$ cat src/rtl/sipo_rx_pkg.sv
// Shared types and helpers for the SPI serial-in/parallel-out receiver.
package sipo_rx_pkg;

  typedef enum logic {IDLE = 1'b0, SHIFT = 1'b1} state_t;

  localparam int SYNC_STAGES = 2;

  // Rising SCK carries data when polarity and phase agree, falling otherwise.
  function automatic logic sample_on_rise(input logic cph, input logic cpol);
    return ~(cph ^ cpol);
  endfunction

endpackage

$ cat src/rtl/sipo_rx_if.sv
// Pin-side and word-side signals of sipo_rx; DATA_ACK/OVERRUN exist only
// when SIPO_RX_OVERRUN_EN is defined.
interface sipo_rx_if #(parameter int D_PACK = 8);
  logic              SCK;
  logic              SER_IN;
  logic              ENABLE;
  logic              C_PH;
  logic              C_POL;
  logic [D_PACK-1:0] DATA_OUT;
  logic              DATA_VALID;
  logic              BUSY;
`ifdef SIPO_RX_OVERRUN_EN
  logic              DATA_ACK;
  logic              OVERRUN;

  modport slave  (input  SCK, SER_IN, ENABLE, C_PH, C_POL, DATA_ACK,
                  output DATA_OUT, DATA_VALID, BUSY, OVERRUN);
  modport master (output SCK, SER_IN, ENABLE, C_PH, C_POL, DATA_ACK,
                  input  DATA_OUT, DATA_VALID, BUSY, OVERRUN);
`else
  modport slave  (input  SCK, SER_IN, ENABLE, C_PH, C_POL,
                  output DATA_OUT, DATA_VALID, BUSY);
  modport master (output SCK, SER_IN, ENABLE, C_PH, C_POL,
                  input  DATA_OUT, DATA_VALID, BUSY);
`endif
endinterface

$ cat src/rtl/sipo_rx_sync_2ff.sv
// One-bit flop-chain synchronizer for pin inputs entering the CLK domain.
module sync_2ff
  import sipo_rx_pkg::*;
(
  input  logic CLK,
  input  logic RST,
  input  logic d,
  output logic q
);

  logic [SYNC_STAGES-1:0] ff;

  always_ff @(posedge CLK or posedge RST) begin
    if (RST) ff <= '0;
    else     ff <= {ff[SYNC_STAGES-2:0], d};
  end

  assign q = ff[SYNC_STAGES-1];

endmodule

$ cat src/rtl/sipo_rx.sv
// SPI receive shifter: MSB-first D_PACK-bit words from pin SCK/SER_IN/ENABLE.
// Optional SIPO_RX_OVERRUN_EN turns DATA_VALID into an acked level with OVERRUN.
module sipo_rx
  import sipo_rx_pkg::*;
#(
  parameter int D_PACK = 8
) (
  input  logic     CLK,
  input  logic     RST,
  sipo_rx_if.slave bus
);

  localparam int              CW   = $clog2(D_PACK);
  localparam logic [CW-1:0]   LAST = CW'(D_PACK - 1);

  logic sck_s, ser_s, en_s;

  sync_2ff u_sync_sck (.CLK(CLK), .RST(RST), .d(bus.SCK),    .q(sck_s));
  sync_2ff u_sync_ser (.CLK(CLK), .RST(RST), .d(bus.SER_IN), .q(ser_s));
  sync_2ff u_sync_en  (.CLK(CLK), .RST(RST), .d(bus.ENABLE), .q(en_s));

  // Edges are registered; ser_d is delayed alongside so it matches the edge.
  logic sck_h, rise_r, fall_r, ser_d;

  always_ff @(posedge CLK or posedge RST) begin
    if (RST) begin
      sck_h  <= 1'b0;
      rise_r <= 1'b0;
      fall_r <= 1'b0;
      ser_d  <= 1'b0;
    end else begin
      sck_h  <= sck_s;
      rise_r <= sck_s & ~sck_h;
      fall_r <= ~sck_s & sck_h;
      ser_d  <= ser_s;
    end
  end

  state_t            state, state_n;
  logic [CW-1:0]     cnt, cnt_n;
  logic [D_PACK-2:0] shreg, shreg_n;
  logic [D_PACK-1:0] dout, dout_n;
  logic              vld, vld_n;
  logic              on_rise, on_rise_n;
  logic              done;
  logic              smp;
  logic [D_PACK-1:0] word;
`ifdef SIPO_RX_OVERRUN_EN
  logic              ovr, ovr_n;
`endif

  assign word = {shreg, ser_d};
  assign smp  = on_rise ? rise_r : fall_r;

  always_comb begin
    state_n   = state;
    cnt_n     = cnt;
    shreg_n   = shreg;
    dout_n    = dout;
    on_rise_n = on_rise;
    done      = 1'b0;
    case (state)
      IDLE: begin
        cnt_n   = '0;
        shreg_n = '0;
        if (!en_s) begin
          state_n   = SHIFT;
          on_rise_n = sample_on_rise(bus.C_PH, bus.C_POL);
        end
      end
      SHIFT: begin
        // A deselect in the same cycle as a sample edge drops the edge.
        if (en_s) begin
          state_n = IDLE;
          cnt_n   = '0;
          shreg_n = '0;
        end else if (smp) begin
          shreg_n = word[D_PACK-2:0];
          if (cnt == LAST) begin
            cnt_n  = '0;
            dout_n = word;
            done   = 1'b1;
          end else begin
            cnt_n = cnt + 1'b1;
          end
        end
      end
      default: state_n = IDLE;
    endcase
`ifdef SIPO_RX_OVERRUN_EN
    vld_n = done | (vld & ~bus.DATA_ACK);
    ovr_n = ovr | (done & vld & ~bus.DATA_ACK);
`else
    vld_n = done;
`endif
  end

  always_ff @(posedge CLK or posedge RST) begin
    if (RST) begin
      state   <= IDLE;
      cnt     <= '0;
      shreg   <= '0;
      dout    <= '0;
      vld     <= 1'b0;
      on_rise <= 1'b0;
`ifdef SIPO_RX_OVERRUN_EN
      ovr     <= 1'b0;
`endif
    end else begin
      state   <= state_n;
      cnt     <= cnt_n;
      shreg   <= shreg_n;
      dout    <= dout_n;
      vld     <= vld_n;
      on_rise <= on_rise_n;
`ifdef SIPO_RX_OVERRUN_EN
      ovr     <= ovr_n;
`endif
    end
  end

  assign bus.DATA_OUT   = dout;
  assign bus.DATA_VALID = vld;
  assign bus.BUSY       = |cnt;
`ifdef SIPO_RX_OVERRUN_EN
  assign bus.OVERRUN    = ovr;
`endif

endmodule

$ cat src/flat_wrapper.sv
// flat-port wrapper written by rule: the top's interface ports become plain ports
module sipo_rx_flat import sipo_rx_pkg::*;
#(
  parameter int D_PACK = 8
)
  (CLK, RST, bus_SCK, bus_SER_IN, bus_ENABLE, bus_C_PH, bus_C_POL, bus_DATA_OUT, bus_DATA_VALID, bus_BUSY);
  sipo_rx_if #(.D_PACK(D_PACK)) bus_i ();
  input  logic CLK;
  input  logic RST;
  input wire logic [$bits(bus_i.SCK)-1:0] bus_SCK;
  input wire logic [$bits(bus_i.SER_IN)-1:0] bus_SER_IN;
  input wire logic [$bits(bus_i.ENABLE)-1:0] bus_ENABLE;
  input wire logic [$bits(bus_i.C_PH)-1:0] bus_C_PH;
  input wire logic [$bits(bus_i.C_POL)-1:0] bus_C_POL;
  output wire logic [$bits(bus_i.DATA_OUT)-1:0] bus_DATA_OUT;
  output wire logic [$bits(bus_i.DATA_VALID)-1:0] bus_DATA_VALID;
  output wire logic [$bits(bus_i.BUSY)-1:0] bus_BUSY;
  assign bus_i.SCK = bus_SCK;
  assign bus_i.SER_IN = bus_SER_IN;
  assign bus_i.ENABLE = bus_ENABLE;
  assign bus_i.C_PH = bus_C_PH;
  assign bus_i.C_POL = bus_C_POL;
  assign bus_DATA_OUT = bus_i.DATA_OUT;
  assign bus_DATA_VALID = bus_i.DATA_VALID;
  assign bus_BUSY = bus_i.BUSY;
  sipo_rx #(.D_PACK(D_PACK)) u_core (.CLK(CLK), .RST(RST), .bus(bus_i));
endmodule
$ cat config.mk
export PLATFORM = sky130hd
export DESIGN_NAME = sipo_rx_flat
export DESIGN_NICKNAME = d
export VERILOG_FILES = /design/src/rtl/sipo_rx_pkg.sv /design/src/rtl/sipo_rx_if.sv /design/src/rtl/sipo_rx_sync_2ff.sv /design/src/rtl/sipo_rx.sv /design/src/flat_wrapper.sv
export SDC_FILE = /design/constraint.sdc
export NUM_CORES = 1
export LEC_CHECK = 0
export CAP_MARGIN = 30
export CORE_UTILIZATION = 55
export DETAILED_ROUTE_END_ITERATION = 6
export GPL_TIMING_DRIVEN = 0
export PLACE_DENSITY = 0.92
export SKIP_LAST_GASP = 1
export SYNTH_ARGS = -nofsm -noshare
export SYNTH_HDL_FRONTEND = slang
export SYNTH_SLANG_ARGS = --single-unit
$ cat constraint.sdc
create_clock -name CLK -period 3.2 [get_ports CLK]
set_clock_uncertainty 0.1 [all_clocks]
set_input_delay 0.64 -clock CLK [delete_from_list [all_inputs] [get_ports CLK]]
set_output_delay 0.64 -clock CLK [all_outputs]
set_load 0.02 [all_outputs]
==> metrics.csv <==
metric;value;unit
grt_pass1_wl;2820;µm
htree_levels;2;
fmax;0.423;GHz
slowest_delay;0.59;ns
hold_class;reg2reg;
post_cts_buffers;0;
path_clk_slew;0.09;ns
ys.warnings.count;0;
cp-startpoint;u_core.cnt[0];
grt_max_degree;25;
run_status;finished clean;
pwr-share-clk;32.8;%
crit_chain;inv_1, ha_1, nand2b_1, clkdlybuf4s50_1;
vias;632;
p_int;522;µW
worstMarginPinSlew;0.647;ns
drv_cap;0;
p_sw;142;µW
rsz0062_at_grt;false;
clockRootBuffer;clkbuf_4;
cp-end-kind;primary output;
cts_buffers;5;
final_cell_mix;31 x dfrtp_1, 16 x clkdlybuf4s50_1, 10 x a22o_1;
n_antenna_cell;0;
drive_gt1_share;22.3;%
dp_cells;114;
fp.dieW;47.6;µm
crit_family;buffers and inverters;
hold_start;u_core.u_sync_sck.ff[0];
hold_viol;0;
drt_iter0_markers;3;
insertion_delay;0.31;ns
utilization;72.4;%
crit_buf_inv;2;
seqPwrFrac;61.5;%
ys_ff_latch;31;
layoutNonFillerInstCount;121;
hold_buffers;0;
dieArea;2260;µm²
placementRows;16;
final_common_cell;dfrtp_1;
area_delta_synth_final;24.3;%
grt_pass1_vias;620;
grtUsageTotal;19.7;%
vdd_drop_max;0.320;mV
initial_core_util;58.2;%
gr-total-overflow;0;
setup_tns;0;ns
critPathKind;reg2out;
antenna_found_initial;0;
drc;0;
nets;104;
crit_arrival;1.62;ns
maxSlewHeadroom;56.7;%
routabilityCongestion;0.701;
switching_share;21.4;%
synth_cell_types;16;
die_h;47.6;µm
clkSinkCount;31;
p_leak;0.680;nW
cts_resized;0;
syn_area_per_cell;16.3;µm²
period_needed;2.36;ns
setup_viol;0;
power_density;467;nW/µm²
drt_wl_total;1720;µm
cts_tree;yes;
synth.cell_area;1140;µm²
routedWlPerCell;14.2;µm
ys_seq_area_share;67.9;%
finalMaxSlewViolations;0;
ant_nets;0;
worst_path_max_delay_cell;clkdlybuf4s50_1;
coreArea;1960;µm²
synth_cells;70;
cp.required;2.46;ns
clockBufferDepth;2;
dpl.hpwl;1200;µm
drt-vias-per-instance;5.22;
worst-path-max-fanout;4;
fillers;137;
combPwrFrac;5.7;%
r2r_start;u_core.cnt[0];
ioPinCount;17;
firstDrtPassIters;2;
fin_crit_sh;73.9;%
syn_nets;80;
critPathLaunchType;register;
io_buffers;16;
## area by class of cell
class                   instances  area, µm²  share of cell area, %
flip-flops and latches         31        776                   54.6
multi-input cells              33        335                   23.6
repair buffers                 17        188                   13.2
clock buffers                   6       51.3                   3.61
well taps                      27       33.8                   2.38
plain buffers                   2       16.3                   1.15
inverters                       4       15.0                   1.06
clock inverters                 1       5.00                  0.352
## through the flow
| stage | total power, mW | cell area, µm² | hold WS [ns] | worst slack, ns |
|---|---|---|---|---|
| 2_1_floorplan | 0.434 | 1140 | 0.231 | 1.55 |
| 3_3_place_gp | 0.447 | 1340 | 0.234 | 1.15 |
| 3_5_place_dp | 0.454 | 1360 | 0.236 | 1.17 |
| 4_1_cts | 0.672 | 1420 | 0.255 | 0.820 |
| 5_1_grt | 0.696 | 1420 | 0.263 | 0.734 |
| 6_report | 0.664 | 1420 | 0.253 | 0.836 |
## routing by layer
layer | track usage, % | wire (µm) | up-vias
met5 | 0 | 0 | -
met3 | 6.42 | 76 | 4
met4 | 15.6 | 33 | 0
met1 | 25.7 | 756 | 319
li1 | - | - | 294
met2 | 27.1 | 853 | 15
## sequential cells by signal (all words and copies together) (netlist names)
register / flops
u_core.u_sync_sck.ff: 2
u_core.rise_r: 1
u_core.u_sync_ser.ff: 2
u_core.bus.DATA_OUT: 8
u_core.bus.DATA_VALID: 1
u_core.shreg: 7
u_core.fall_r: 1
u_core.on_rise: 1
u_core.ser_d: 1
u_core.sck_h: 1
u_core.state: 1
u_core.cnt: 3
u_core.u_sync_en.ff: 2
## cell usage after synthesis
library cell	instances	area (µm²)
buf_6	1	11.3
mux2i_1	1	10.0
and3_2	1	7.51
nand2b_1	1	6.26
nor4bb_2	1	16.3
nor3b_2	1	12.5
a21oi_1	1	5.00
nor2b_1	2	12.5
nor2_1	3	11.3
inv_1	4	15.0
a22o_1	10	87.6
mux2_4	8	120
dfrtp_1	31	776
ha_1	3	37.5
buf_2	1	5.00
xor2_1	1	8.76
## cells by family (layout without fill, tap and decap cells)
family | count (synthesis) | in the layout | share of synthesized area, %
xor gates and xnor gates | 1 | 1 | 0.767
and+or+nand+nor | 9 | 9 | 5.81
muxes | 9 | 9 | 11.4
buffers and inverters | 6 | 30 | 2.74
DFF | 31 | 31 | 67.9
adders and majority gates | 3 | 3 | 3.29
AOI/OAI and AO/OA | 11 | 11 | 8.10
## path summary, 6_finish.rpt
kind | endpoint | cells past startpoint | slack (ns)
worst max register to register | u_core.bus.DATA_OUT[5] | 5 | 1.34
min in group asynchronous | u_core.bus.DATA_OUT[1] | 2 | 0.51
worst min register to register | u_core.u_sync_sck.ff[1] | 0 | 0.25
max in group asynchronous | u_core.sck_h | 3 | 2.06
worst max-delay path | bus_BUSY | 4 | 0.84
worst min-delay path | u_core.u_sync_sck.ff[1] | 0 | 0.25
## power by group through the flow
stage	sequential, mW	clock, mW	combinational, mW
global route	0.410	0.244	0.0423
floorplan	0.414	0	0.0206
global placement	0.415	0	0.0327
CTS	0.408	0.225	0.0387
detailed placement	0.416	0	0.0385
finish	0.408	0.218	0.0377
Power figures use the tool's default switching activity.
==> patch 1 (config.mk and constraints unchanged) <==
`D_PACK` is set to 8 in 3 places; all go to 4.
--- a/src/rtl/sipo_rx_if.sv
+++ b/src/rtl/sipo_rx_if.sv
@@ -2,3 +2,3 @@
 // when SIPO_RX_OVERRUN_EN is defined.
-interface sipo_rx_if #(parameter int D_PACK = 8);
+interface sipo_rx_if #(parameter int D_PACK = 4);
   logic              SCK;
--- a/src/rtl/sipo_rx.sv
+++ b/src/rtl/sipo_rx.sv
@@ -5,3 +5,3 @@
 #(
-  parameter int D_PACK = 8
+  parameter int D_PACK = 4
 ) (
--- a/src/flat_wrapper.sv
+++ b/src/flat_wrapper.sv
@@ -3,3 +3,3 @@
 #(
-  parameter int D_PACK = 8
+  parameter int D_PACK = 4
 )
Ports: changed (resized bus_DATA_OUT); port bits go from 17 to 13. No check against the original RTL was run, so the function may have changed too.
==> patch 1 against the original RTL <==
First-iteration DRC count grew 33%; design area fell by 32%; wire length decreased by 43%; total power shrank 20%; sequential power shrank 28%; area after synthesis fell by 32%; sequential cell count is 9 lower; setup slack improved by 0.072 ns; largest power group unchanged.
==> patch 1: results (changes against the original RTL) <==
- Status: finished, final reports clean
- Crit path DAT: 1.55 ns (-0.07 ns)
- Clock power share: 38.5% (+5.7 points)
- Worst R2R Start: u_core.u_sync_en.ff[1]
- DRT Pass-1 Iters: 5 (+3)
- Global Route Usage Sum: 16.6% (-3.1 points)
- Met2 WL: 469 um (-45%)
- M1 WL: 466 um (-38%)
- DR vias/cell: 4.73 (-9.3%)
- Area contributors post-synth: dfrtp_1, mux2_2, mux2i_1
- Final Hold Slack: 0.266 ns (+0.0137 ns)
- Max reg flops: 4 (-4)
- Syn nets: 61 (-24%)
- NumNets Final: 78 (-25%)
- Final HPWL DP: 693 um (-42%)
- Slew headroom: 46.6% (-10 points)
- GR Layer Usage met1: 19.7% (-6.0 points)
- Number of CTS-inserted buffers: 3 (-2)
- WHS Endpoint: u_core.u_sync_en.ff[1]
- Register area share after synthesis: 70.6% (+2.7 points)
- FILL cells: 88 (-36%)
- Internal Dissipation: 0.432 mW (-17%)
- Switching Share: 19.1% (-2.3 points)
- Commonest cells in the netlist: dfrtp_1, nor2_1, inv_1, mux2_2, mux2i_1
- Detailed-route wire length: 976 um (-43%)
- Flop pwr share: 55.0% (-6.5 points)
- First-pass GRT wire length: 1.54 mm (-45%)
- Hold Path Origin: u_core.u_sync_en.ff[0]
- VDD IR-drop max: 0.000507 V (+58%)
- RR Endpoint: u_core.bus.DATA_OUT[0]
- Length of routed met3 wiring: 27 um (-64%)
- Fraction of layout instances using a drive strength above 1: 14.7% (-7.6 points)
- Worst Reg-to-Reg Cells: 3 (-2)
- Vias in the first global route: 380 (-39%)
- Met2 global-route usage: 23.4% (-3.8 points)
patch 1: stage by stage:
stage,setup WS (ns),cells
floorplan,1.72,52
global route,0.800,83
global placement,1.26,79
finish,0.908,83
CTS,0.891,83
detailed placement,1.23,79
patch 1: cells by family after synthesis:
logic type / Yosys count / share of synthesized area [%]
AO/OA/AOI/OAI: 1 / 0.641
XOR/XNOR: 2 / 2.25
adder cells (fa/ha/maj): 2 / 3.21
buffers and inverters: 5 / 2.41
flip-flops: 22 / 70.6
multiplexers: 9 / 12.7
AND/OR/NAND/NOR: 11 / 8.19
patch 1: area by class of cell:
cell class                 count  area [um^2]  share of cell area, %
inverter                       5         18.8                   1.93
clock inverter                 1         30.0                   3.09
timing repair buffer          12          120                   12.4
sequential                    22          551                   56.7
tap                           15         18.8                   1.93
multi-input combinational     25          210                   21.6
clock buffer                   3         22.5                   2.32
==> patch 2 (config.mk and constraints unchanged) <==
Made on the original files. Take the reset off `shreg` and `dout` and load them in a clocked block of their own.
--- a/src/rtl/sipo_rx.sv
+++ b/src/rtl/sipo_rx.sv
@@ -101,4 +101,2 @@
       cnt     <= '0;
-      shreg   <= '0;
-      dout    <= '0;
       vld     <= 1'b0;
@@ -111,4 +109,2 @@
       cnt     <= cnt_n;
-      shreg   <= shreg_n;
-      dout    <= dout_n;
       vld     <= vld_n;
@@ -119,2 +115,7 @@
     end
+  end
+
+  always_ff @(posedge CLK) begin
+    shreg <= shreg_n;
+    dout  <= dout_n;
   end
Check against the original RTL: same outputs for any inputs over 10 cycles, from zero or initial values and one cycle with RST high; that may be too few to reach the edited logic, so the function may still have changed.
==> patch 2 against the original RTL <==
Total power increased by 6.4%; utilization up 3.2 points; design area shrank 4.1%; register-to-register slack gained 0.15 ns; sequential cell count unchanged; die area down 2.7%; wire length fell by 20%; area after synthesis shrank 2.8%; setup slack worse by 0.0077 ns.
==> patch 2: results (changes against the original RTL) <==
- Vias in the first global route: 484 (-22%)
- Final std cells w/o fill: 115 (-5.0%)
- Post-Synth Adder-Cell Area: 3.38% (+0.096 points)
- Pin count of the biggest net entering global routing: 17 (-32%)
- Synth Area in XOR/XNOR: 0.789% (+0.022 points)
- Initial antenna violation count: 0 (unchanged)
- Number of CTS-inserted buffers: 5 (unchanged)
- Worst R2R Start: u_core.state
- Post-synthesis compound-gate area fraction: 1.13% (-7.0 points)
- Finish-stage setup viols: 0 (unchanged)
- First-pass GRT wire length: 2.19 mm (-23%)
- Hold Path Origin: u_core.u_sync_sck.ff[0]
- Worst Setup SP: u_core.cnt[0]
- Met2 WL: 666 um (-22%)
- H-tree Lvls: 2 (unchanged)
- GPL Wtd Cong: 0.705 (+0.56%)
- Worst-case clock buffer depth: 2 (unchanged)
- Placed cell area: 1300 um^2 (-4.6%)
- M1 WL: 586 um (-22%)
- Status: finished, final reports clean
- Setup Buffers After CTS: 0 (unchanged)
- DR vias/cell: 4.78 (-8.4%)
- Highest Clock Rate: 422 MHz (-0.32%)
- Post-synth EDFFs: 15 (+15)
- Area contributors post-synth: edfxtp_1, dfrtp_1, and2_1
- Root Buffer: clkbuf_4
- PortBufs: 16 (unchanged)
- DR iter-0 viols: 13 (+10)
- Length of routed met3 wiring: 82 um (+7.9%)
- VDD IR-drop max: 0.000381 V (+19%)
- NumNets Final: 99 (-4.8%)
- Detailed-route wire length: 1.37 mm (-20%)
- Antenna Cells: 0 (unchanged)
- Mux cell area share after synthesis: 3.61% (-7.8 points)
- Commonest cells in the netlist: dfrtp_1, edfxtp_1, and2_1, nand3b_1
- Resized cells post-CTS: 0 (unchanged)
- Reg2Reg Setup Slack: 1.49 ns (+0.15 ns)
- Global Route Usage Sum: 16.1% (-3.6 points)
- Register area share after synthesis: 76.7% (+8.8 points)
- CP Max Fanout: 4 (unchanged)
- Crit path DAT: 1.63 ns
- Clock Latency Late Sink: 0.32 ns
- Clock transition at path regs: 0.10 ns
- Syn_area_per_cell: 16.8 um^2 (+3.0%)
- CTS Hold Bufs: 0 (unchanged)
- DRT Pass-1 Iters: 4 (+2)
- FFs w/ async S/R, synth: 51.6% (-48 points)
- Final HPWL DP: 1.00 mm (-17%)
- Synthesis warning total: 0 (unchanged)
- LEAKAGE: 0.587 nW (-14%)
- Max reg flops: 8 (unchanged)
- Worst Hold Class: reg -> reg
- Pre-CTS WS: 1.17 ns (-0.0000100 ns)
- Uppermost routed layer: met4
- Syn nets: 76 (-5.0%)
- Slew headroom: 58.8% (+2.1 points)
- Fraction of layout instances using a drive strength above 1: 8.89% (-13 points)
- DP Cell Count: 107 (-6.1%)
## patch 2: report_power, final
part	internal, mW	switching [mW]	total [mW]
clock network	0.106	0.120	0.226
logic	0.0182	0.0172	0.0354
registers	0.436	0.00865	0.445
total	0.561	0.146	0.706
## patch 2: final timing paths
check                                           to  cells after the start
min reg2reg                u_core.u_sync_sck.ff[1]                      0
max                                       bus_BUSY                      4
max in group asynchronous            u_core.fall_r                      2
max reg2reg                 u_core.bus.DATA_OUT[0]                      3
min in group asynchronous  u_core.u_sync_sck.ff[1]                      2
min                        u_core.u_sync_sck.ff[1]                      0
## patch 2: metal layers
| layer | up-vias | global-route usage (%) |
|---|---|---|
| met4 | 0 | 8.57 |
| met3 | 3 | 8.08 |
| met2 | 19 | 25.0 |
| met5 | - | 0 |
| li1 | 273 | - |
| met1 | 255 | 18.5 |
## patch 2: cell families after synthesis
family,Yosys count
flops,31
xor+xnor,1
simple gates,20
fa+ha+maj,3
compound gates,2
buf+inv,5
mux,4
## patch 2: area by class of cell
type	instances	area (um^2)
inverter	4	15.0
buffer	1	7.51
multi-input combinational	30	236
tap	25	31.3
fill	127	440
timing repair buffer	16	160
clock buffer	7	55.1
clock inverter	1	5.00
sequential	31	851
## patch 2: through the flow
| stage | utilization, % | hold WS [ns] |
|---|---|---|
| final | 75.6 | 0.242 |
| after floorplan | - | 0.231 |
| after global routing | 75.6 | 0.261 |
| after global placement | 72.2 | 0.236 |
| after CTS | 75.6 | 0.254 |
| after detailed placement | 72.2 | 0.239 |
## patch 2: worst max-delay path, stage by stage, from the launching register on
cell and delay (ns):
dfrtp_1 0.41, inv_1 0.06, ha_1 0.19, nand2b_1 0.06, clkdlybuf4s50_1 0.60
